==> src/rtl/mux4_rr_arbiter_pkg.sv <==
// Shared types and helpers for the 4-way round-robin mux arbiter.
// Holds the FSM state encoding, requester/select widths and the
// rotating-priority search used for both initial grants and handoffs.
package mux4_arb_pkg;

  localparam int N_REQ = 4;
  localparam int SW    = 2;
  localparam int CW    = 8;   // quantum counter width, covers QUANTUM up to 255

  typedef enum logic {
    IDLE  = 1'b0,
    GRANT = 1'b1
  } arb_state_e;

  typedef struct packed {
    logic          found;
    logic [SW-1:0] idx;
  } pick_t;

  // Search last+1, last+2, last+3, last+4 (mod 4) over req masked by excl.
  // Iterating from the farthest slot down lets the nearest hit win.
  function automatic pick_t rr_pick(input logic [N_REQ-1:0] req,
                                    input logic [SW-1:0]    last,
                                    input logic [N_REQ-1:0] excl);
    pick_t             p;
    logic [N_REQ-1:0]  elig;
    logic [SW-1:0]     k;
    p    = '0;
    elig = req & ~excl;
    for (int i = N_REQ; i >= 1; i--) begin
      k = last + SW'(i);
      if (elig[k]) begin
        p.found = 1'b1;
        p.idx   = k;
      end
    end
    return p;
  endfunction

  function automatic logic [N_REQ-1:0] onehot(input logic [SW-1:0] i);
    return N_REQ'(1) << i;
  endfunction

endpackage

==> src/rtl/mux4_rr_arbiter_if.sv <==
// Bus bundle between the four producers and the shared arbitrated output.
// master: producer/consumer side; slave: the arbiter.
interface mux4_rr_arbiter_if
  import mux4_arb_pkg::*;
#(
  parameter int DW = 4
);
  logic [N_REQ-1:0] req;
  logic [DW-1:0]    I0;
  logic [DW-1:0]    I1;
  logic [DW-1:0]    I2;
  logic [DW-1:0]    I3;
  logic [N_REQ-1:0] gnt;
  logic [SW-1:0]    s;
  logic [DW-1:0]    o;
  logic             o_vld;
  logic             busy;

  modport master (output req, I0, I1, I2, I3,
                  input  gnt, s, o, o_vld, busy);
  modport slave  (input  req, I0, I1, I2, I3,
                  output gnt, s, o, o_vld, busy);
endinterface

==> src/rtl/mux4_rr_arbiter_dw.sv <==
// Combinational 4:1 word mux steered by the arbiter's select.
module mux4_dw
  import mux4_arb_pkg::*;
#(
  parameter int DW = 4
) (
  input  logic [N_REQ-1:0][DW-1:0] d_i,
  input  logic [SW-1:0]            sel_i,
  output logic [DW-1:0]            y_o
);
  assign y_o = d_i[sel_i];
endmodule

==> src/rtl/mux4_rr_arbiter.sv <==
// Round-robin arbiter owning a shared 4:1 DW-bit datapath.
// Grants one requester at a time, hands off with no idle bubble when the
// holder drops req, and registers the selected word onto o/o_vld.
// Optional: define ARB_QUANTUM_EN to cap a holder at QUANTUM consecutive
// cycles while others are waiting.
module mux4_rr_arbiter
  import mux4_arb_pkg::*;
#(
  parameter int DW      = 4,
  parameter int QUANTUM = 8
) (
  input  logic              clk,
  input  logic              rst_n,
  mux4_rr_arbiter_if.slave  bus
);

  arb_state_e        state_q;
  logic [N_REQ-1:0]  gnt_q;
  logic [SW-1:0]     s_q;
  logic [SW-1:0]     last_q;
  logic [DW-1:0]     o_q;
  logic              o_vld_q;

  logic [N_REQ-1:0]          req;
  logic [N_REQ-1:0][DW-1:0]  din;
  logic [DW-1:0]             mux_y;
  pick_t                     idle_pick;
  pick_t                     rel_pick;
  logic                      release_d;
  logic                      xfer;

  assign req = bus.req;
  assign din = {bus.I3, bus.I2, bus.I1, bus.I0};

  mux4_dw #(.DW(DW)) u_mux (
    .d_i   (din),
    .sel_i (s_q),
    .y_o   (mux_y)
  );

  // From IDLE the pointer is the last releaser; on handoff the holder is
  // both the pointer and excluded, so a same-cycle re-request is ignored.
  assign idle_pick = rr_pick(req, last_q, '0);
  assign rel_pick  = rr_pick(req, s_q, onehot(s_q));

`ifdef ARB_QUANTUM_EN
  logic [CW-1:0] cnt_q;
  logic          others;
  logic          q_hit;
  assign others    = |(req & ~onehot(s_q));
  assign q_hit     = (cnt_q == CW'(QUANTUM));
  assign release_d = ~req[s_q] | (q_hit & others);
`else
  assign release_d = ~req[s_q];
`endif

  // Arbitration FSM: grant, hold, handoff or return to idle.
  always_ff @(posedge clk or negedge rst_n) begin
    if (!rst_n) begin
      state_q <= IDLE;
      gnt_q   <= '0;
      s_q     <= '0;
      last_q  <= SW'(N_REQ - 1);
`ifdef ARB_QUANTUM_EN
      cnt_q   <= '0;
`endif
    end else begin
      case (state_q)
        IDLE: begin
          if (idle_pick.found) begin
            state_q <= GRANT;
            gnt_q   <= onehot(idle_pick.idx);
            s_q     <= idle_pick.idx;
`ifdef ARB_QUANTUM_EN
            cnt_q   <= CW'(1);
`endif
          end
        end
        GRANT: begin
          if (release_d) begin
            last_q <= s_q;
            if (rel_pick.found) begin
              gnt_q <= onehot(rel_pick.idx);
              s_q   <= rel_pick.idx;
`ifdef ARB_QUANTUM_EN
              cnt_q <= CW'(1);
`endif
            end else begin
              state_q <= IDLE;
              gnt_q   <= '0;
            end
          end
`ifdef ARB_QUANTUM_EN
          else begin
            // Quantum reached with nobody else waiting: restart the window.
            cnt_q <= q_hit ? CW'(1) : cnt_q + CW'(1);
          end
`endif
        end
        default: begin
          state_q <= IDLE;
          gnt_q   <= '0;
        end
      endcase
    end
  end

  assign xfer = |(gnt_q & req);

  // Output register: capture the selected word only under a live grant.
  always_ff @(posedge clk or negedge rst_n) begin
    if (!rst_n) begin
      o_q     <= '0;
      o_vld_q <= 1'b0;
    end else begin
      o_vld_q <= xfer;
      if (xfer) o_q <= mux_y;
    end
  end

  assign bus.gnt   = gnt_q;
  assign bus.s     = s_q;
  assign bus.o     = o_q;
  assign bus.o_vld = o_vld_q;
  assign bus.busy  = |gnt_q;

endmodule
==> src/flat_wrapper.sv <==
// flat-port wrapper written by rule: the top's interface ports become plain ports
module mux4_rr_arbiter_flat import mux4_arb_pkg::*;
#(
  parameter int DW      = 4,
  parameter int QUANTUM = 8
)
  (clk, rst_n, bus_req, bus_I0, bus_I1, bus_I2, bus_I3, bus_gnt, bus_s, bus_o, bus_o_vld, bus_busy);
  mux4_rr_arbiter_if #(.DW(DW)) bus_i ();
  input  logic clk;
  input  logic rst_n;
  input wire logic [$bits(bus_i.req)-1:0] bus_req;
  input wire logic [$bits(bus_i.I0)-1:0] bus_I0;
  input wire logic [$bits(bus_i.I1)-1:0] bus_I1;
  input wire logic [$bits(bus_i.I2)-1:0] bus_I2;
  input wire logic [$bits(bus_i.I3)-1:0] bus_I3;
  output wire logic [$bits(bus_i.gnt)-1:0] bus_gnt;
  output wire logic [$bits(bus_i.s)-1:0] bus_s;
  output wire logic [$bits(bus_i.o)-1:0] bus_o;
  output wire logic [$bits(bus_i.o_vld)-1:0] bus_o_vld;
  output wire logic [$bits(bus_i.busy)-1:0] bus_busy;
  assign bus_i.req = bus_req;
  assign bus_i.I0 = bus_I0;
  assign bus_i.I1 = bus_I1;
  assign bus_i.I2 = bus_I2;
  assign bus_i.I3 = bus_I3;
  assign bus_gnt = bus_i.gnt;
  assign bus_s = bus_i.s;
  assign bus_o = bus_i.o;
  assign bus_o_vld = bus_i.o_vld;
  assign bus_busy = bus_i.busy;
  mux4_rr_arbiter #(.DW(DW), .QUANTUM(QUANTUM)) u_core (.clk(clk), .rst_n(rst_n), .bus(bus_i));
endmodule
==> config.mk <==
export PLATFORM = sky130hd
export DESIGN_NAME = mux4_rr_arbiter_flat
export DESIGN_NICKNAME = d
export VERILOG_FILES = /design/src/rtl/mux4_rr_arbiter_pkg.sv /design/src/rtl/mux4_rr_arbiter_if.sv /design/src/rtl/mux4_rr_arbiter_dw.sv /design/src/rtl/mux4_rr_arbiter.sv /design/src/flat_wrapper.sv
export SDC_FILE = /design/constraint.sdc
export NUM_CORES = 1
export LEC_CHECK = 0
export CAP_MARGIN = 10
export CORE_ASPECT_RATIO = 1.75
export CORE_MARGIN = 2
export CORE_UTILIZATION = 42
export DETAILED_ROUTE_END_ITERATION = 10
export PLACE_DENSITY = 0.76
export SETUP_SLACK_MARGIN = 0.5
export SYNTH_ARGS = -nofsm -noshare
export SYNTH_HDL_FRONTEND = slang
export SYNTH_SLANG_ARGS = --single-unit
==> constraint.sdc <==
create_clock -name clk -period 2.15 [get_ports clk]
set_clock_uncertainty 0.05 [all_clocks]
set_input_delay 0.3225 -clock clk [delete_from_list [all_inputs] [get_ports clk]]
set_output_delay 0.3225 -clock clk [all_outputs]
set_load 0.005 [all_outputs]
==> summary.md <==
| Metric | Value |
|---|---|
| Tot Pwr | `3.02 mW` |
| Met2 Use GR | `46.3%` |
| CP Max Fanout | `5` |
| Worst path required time | `2.23 ns` |
| Ratio of cells with drive above 1 in the final layout | `51.2%` |
| CP Class | `reg2reg` |
| Worst-Skew Late Latency | `0.25 ns` |
| Area Growth Syn to Fin | `81.3%` |
| Total gr overflow | `0` |
| Vias in the first global route | `1297` |
| Longest Clk Path Bufs | `2` |
| Headroom to the max-slew limit | `58.2%` |
| Worst reg2reg startpoint | `u_core.bus.s[1]` |
| Final HPWL DP | `2500 um` |
| Length of the first detailed-routing pass in iterations | `4` |
| Via density | `6.08` |
| Initial drt markers | `23` |
| Number of nets with antenna violations after routing | `0` |
| FF-to-FF End | `u_core.bus.s[0]` |
| N_diodes | `0` |
| Largest net degree at the start of global routing | `15` |
| Final RePlAce weighted congestion | `0.852` |
| Die Y-Extent | `72.1 um` |
| Status | `completed` |
| Die area | `3090 um2` |
| First-pass GRT wire length | `5980 um` |
| Synth Net Count | `128` |
| CTS Buf Count | `3` |
| DRT Wirelength | `4020 um` |
| Max-cap viol count | `0` |
| Via count | `1204` |
| RSZ-0062 raised after global routing | `yes` |
| CP Launch Type | `flip-flop` |
| P per Cell Area | `1500 nW/um2` |
| DRC | `0` |
| Port bufs | `33` |
| Place WS | `-0.138 ns` |
| Netlist cell types | `41` |
| Die W | `42.9 um` |
| Met3 usage | `3.48%` |
| Core Box Area | `2490 um2` |
| Setup WS post-layout | `0.00666 ns` |
| Synth Instances | `102` |
| Maximum VDD drop | `0.000935 V` |
| Hold Vio Cnt, Final | `0` |
| Final Cycle Share | `99.7%` |
| Setup violations, final | `0` |
| Worst path arrival time | `2.22 ns` |
| Synth Cell Area | `1110 um2` |
| TritonCTS clock tree | `done` |
| Clk root buf | `clkbuf_8` |
| R2R cell count | `7` |
| Non-Filler Instances | `198` |
| Initial antenna violation count | `0` |
| Seq cells post-synth | `14` |
| Synth Area per Inst | `10.9 um2` |
| Seq/Total Area, Yosys | `31.7%` |
| # IOs | `34` |
| GRT Overall Usage | `25.5%` |
| Slack of the worst reg-to-reg path | `0.007 ns` |
| Max-slew violations | `0` |
| Nets | `199` |
| HP Class | `in2async` |
| Num rows | `24` |
| Routed len/inst | `20.3 um` |
| H-tree levels | `1` |
| Final min period | `2.14 ns` |
| Dpl cells | `176` |
| Number of clock sinks | `14` |
| Leakage | `0.869 nW` |
| Grt met1 use | `25.9%` |
| Reg clk slew, reported paths | `0.07 ns` |
| Gr busiest metal | `met2` |
| Maximum clock frequency | `0.467 GHz` |
| Starting Density | `44.6%` |
| Slew of the pin with the lowest slew margin | `0.625 ns` |
| CP Capture Type | `flip-flop` |
| Yosys warning total | `0` |
| Final core utilization | `80.9%` |
==> state kept, by name, summed over array words and instances, names as in the netlist <==
register          flops
u_core.state_q        1
u_core.bus.o          4
u_core.last_q         2
u_core.bus.s          2
u_core.bus.gnt        4
u_core.bus.o_vld      1
==> cell usage in the layout, fill, tap and decap left out, types with 3 or more instances in the layout <==
| cell | count |
|---|---|
| a21oi_1 | 3 |
| a221o_1 | 4 |
| a22oi_1 | 3 |
| and2b_2 | 4 |
| buf_12 | 3 |
| buf_4 | 27 |
| buf_6 | 6 |
| clkbuf_8 | 3 |
| clkdlybuf4s50_1 | 29 |
| dfrtp_1 | 10 |
| ha_4 | 3 |
| inv_1 | 3 |
| mux2_4 | 5 |
| mux4_2 | 5 |
| nand2_1 | 4 |
| nand2b_1 | 4 |
| nor2_1 | 3 |
==> worst max-delay path, stage by stage (launching register included) <==
cell,delay [ns]
dfrtp_2,0.49
clkinv_4,0.10
ha_4,0.13
and2b_2,0.26
nor2_1,0.18
a21oi_2,0.10
o311a_4,0.35
a221o_1,0.34
==> per-layer routing <==
layer  vias up  wire, um
li1        536         -
met1       601      1540
met2        45      2170
met3        22       113
met4         0       193
met5         -         0
==> synthesized netlist by cell type (all sizes together) <==
library cell / number / area share, %
a22o: 1 / 0.79
nor2: 5 / 2.4
and3: 2 / 1.3
and3b: 1 / 0.79
and2: 1 / 0.56
mux4: 5 / 11
o211ai: 1 / 0.68
buf: 3 / 2.1
inv: 5 / 1.7
o311ai: 1 / 0.79
nor4: 2 / 2.2
mux2: 5 / 5.1
nor3: 1 / 0.45
nand2b: 5 / 3.5
a221o: 4 / 3.6
and2b: 4 / 2.8
mux2i: 3 / 2.7
dfrtp: 12 / 27
or4: 1 / 0.68
o21ai: 5 / 2.2
o221ai: 4 / 3.1
a211oi: 1 / 1.1
nor3b: 1 / 1.7
nand2: 7 / 2.4
a22oi: 3 / 2.0
o31a: 2 / 1.6
a21oi: 5 / 2.2
dfstp: 2 / 4.7
nand3: 2 / 0.90
o311a: 1 / 0.90
nor2b: 2 / 1.1
o32ai: 1 / 0.79
ha: 4 / 4.5
==> timing repair <==
| action | 4_1_cts | 5_1_grt |
|---|---|---|
| hold endpoints to repair | 0 | 0 |
| setup buffers | 13 | 5 |
| pin swaps | 9 | 9 |
| hold buffers | 0 | 0 |
| endpoints found under the setup margin | 16 | 18 |
| gates resized for setup | 16 | 37 |
==> logic make-up after synthesis <==
group	synth area share, %
AOI/OAI and AO/OA	19.9
muxes	19.2
buffers and inverters	3.82
and+or+nand+nor	20.8
DFF	31.7
adders and majority gates	4.50
==> how the worst max path moves through the flow <==
stage | depth (start not counted) | startpoint | end | slack, ns
global placement | 6 | bus_req[3] | u_core.bus.s[0] | -0.08
floorplan | 8 | u_core.bus.s[0] | u_core.bus.gnt[2] | 0.06
finish | 7 | u_core.bus.s[1] | u_core.bus.s[0] | 0.007
detailed placement | 6 | bus_req[3] | u_core.bus.s[0] | -0.14
global route | 8 | u_core.bus.s[1] | u_core.bus.gnt[2] | -0.04
CTS | 7 | u_core.bus.s[0] | u_core.bus.gnt[3] | 0.05
==> area by class of cell <==
cell class	instances	area (um2)
fillers	147	475
inverters	5	28.8
flip-flops and latches	14	355
multi-input cells	80	896
repair buffers	69	659
well taps	26	32.5
clock buffers	4	45.0
==> power by group <==
group	internal (mW)	switching, mW
Sequential	0.402	0.147
Combinational	1.28	0.967
Clock	0.131	0.0994
==> metrics by stage <==
step | area, um2 | hold slack [ns] | setup TNS (ns)
global placement | 1640 | 0.429 | -0.304
global route | 2020 | 0.448 | -0.0461
detailed placement | 1640 | 0.452 | -0.403
finish | 2020 | 0.408 | 0
floorplan | 1180 | -0.0231 | 0
CTS | 1830 | 0.436 | 0
(Power assumes the default switching activity.)
==> patch (config.mk and constraints unchanged) <==
Build with the macro `ARB_QUANTUM_EN` defined.
--- a/src/rtl/mux4_rr_arbiter.sv
+++ b/src/rtl/mux4_rr_arbiter.sv
@@ -3,6 +3,8 @@
 // holder drops req, and registers the selected word onto o/o_vld.
 // Optional: define ARB_QUANTUM_EN to cap a holder at QUANTUM consecutive
 // cycles while others are waiting.
+`define ARB_QUANTUM_EN
+
 module mux4_rr_arbiter
   import mux4_arb_pkg::*;
 #(
Function: changed (Yosys sat finds a counterexample within 10 cycles, from zero or initial values and one cycle with rst_n low).
==> patch against the unedited design <==
  * The run now ends with negative setup slack left
  * Worst setup slack lost 0.16 ns
  * Clock power grew 30%
  * Synthesized area grew 54%
  * Combinational power grew 12%
  * Wire length grew 34%
  * Design area grew 33%
  * Sequential cell count grew 8
  * Power grew 18%
  * Via count grew 51%
  * Sequential share of layout area grew 3.0 points
  * Largest power group unchanged
  * Highest routed layer unchanged
==> patch: results (changes against the unedited design) <==
[metrics] post-synthesis mux area share: 13.4% (was 19.2%)
[metrics] run status: finished with violations (was completed)
[metrics] register area share after synthesis: 32.3% (was 31.7%)
[metrics] Worst path slowest cell: sky130_fd_sc_hd__or4_4 (was sky130_fd_sc_hd__dfrtp_2)
[metrics] layout cell share with drive strength beyond 1: 39.8% (was 51.2%)
[metrics] net count of the finished layout: 295 (was 199)
[metrics] Max rail drop VDD: 0.803 mV (was 0.935 mV)
[metrics] Reg-to-Reg End: u_core.last_q[0]$_DFFE_PN1P_ (was u_core.bus.s[0]$_DFFE_PN0P_)
[metrics] met1 demand-to-capacity share in global routing: 26.0% (was 25.9%)
[metrics] GR Util met3: 1.86% (was 3.48%)
[metrics] post-synthesis share of cell area spent on full adders, half adders and majority gates: 4.38% (was 4.50%)
[metrics] detailed-route wire length: 5400 um (was 4020 um)
[metrics] total via count in the routed design: 1821 (was 1204)
[metrics] switching power of the nets: 0.00137 W (was 0.00121 W)
[metrics] maximum number of pins on one net before global-route repair: 23 (was 15)
[metrics] post-route setup TNS: -1.54 ns (was 0 ns)
[metrics] Slew headroom: 71.9% (was 58.2%)
[metrics] reg2reg start: u_core.bus.s[0]$_DFFE_PN0P_ (was u_core.bus.s[1]$_DFFE_PN0P_)
[metrics] count of distinct cell types in the synthesized netlist: 49 (was 41)
[metrics] violated checks: negative setup slack
[metrics] Max Fanout on Critical Path: 7 (was 5)
[metrics] post-route setup slack: -0.155 ns (was 0.00666 ns)
[metrics] leakage power: 1.16 nW (was 0.869 nW)
[metrics] Setup-failing EPs final: 17 (was 0)
[metrics] delay of the slowest critical-path stage: 0.52 ns (was 0.49 ns)
[metrics] number of cells in the finished layout apart from fillers: 314 (was 198)
[metrics] total stage count of the critical path: 8 (was 7)
==> patch: worst register-to-register path, cell delays in order (launching register included) <==
cell and delay, ns:
sky130_fd_sc_hd__dfrtp_1 0.40, sky130_fd_sc_hd__buf_12 0.15, sky130_fd_sc_hd__inv_8 0.06, sky130_fd_sc_hd__ha_4 0.14, sky130_fd_sc_hd__nor2b_2 0.04, sky130_fd_sc_hd__or4_4 0.52
sky130_fd_sc_hd__a221o_1 0.42, sky130_fd_sc_hd__nand2_2 0.14, sky130_fd_sc_hd__mux2_4 0.31
==> patch: layer usage <==
metal | routed length (um) | share of wire [%]
met5 | 0 | 0
met4 | 296 | 5.5
met1 | 1850 | 34
met3 | 125 | 2.3
met2 | 3130 | 58
==> patch: repair_timing <==
| item | in CTS | in global routing |
|---|---|---|
| buffers inserted | 10 | 3 |
| endpoints found under the setup margin | 24 | 24 |
| pin swaps | 5 | 11 |
| gates resized for setup | 31 | 12 |
| gates cloned | 1 | 0 |
==> patch: through the flow <==
stage               setup WS (ns)  hold slack, ns
global route               -0.206           0.391
CTS                        -0.130           0.369
floorplan                  -0.193         -0.0231
detailed placement         -0.290           0.452
global placement           -0.276           0.440
finish                     -0.155           0.351
==> patch: power groups by stage <==
| stage | clock, W | combinational, W | sequential, W |
|---|---|---|---|
| detailed placement | 0 | 0.00201 | 0.000764 |
| CTS | 0.000299 | 0.00237 | 0.000746 |
| floorplan | 0 | 0.00124 | 0.000710 |
| finish | 0.000300 | 0.00251 | 0.000754 |
| global placement | 0 | 0.00198 | 0.000761 |
| global route | 0.000319 | 0.00270 | 0.000778 |
==> patch: area by class of cell <==
cell class                 count  area, um2
fill                         284       1220
multi-input combinational    140       1200
timing repair buffer          86        758
sequential                    22        554
inverter                      14       62.6
tap                           48       60.1
clock buffer                   4       55.1
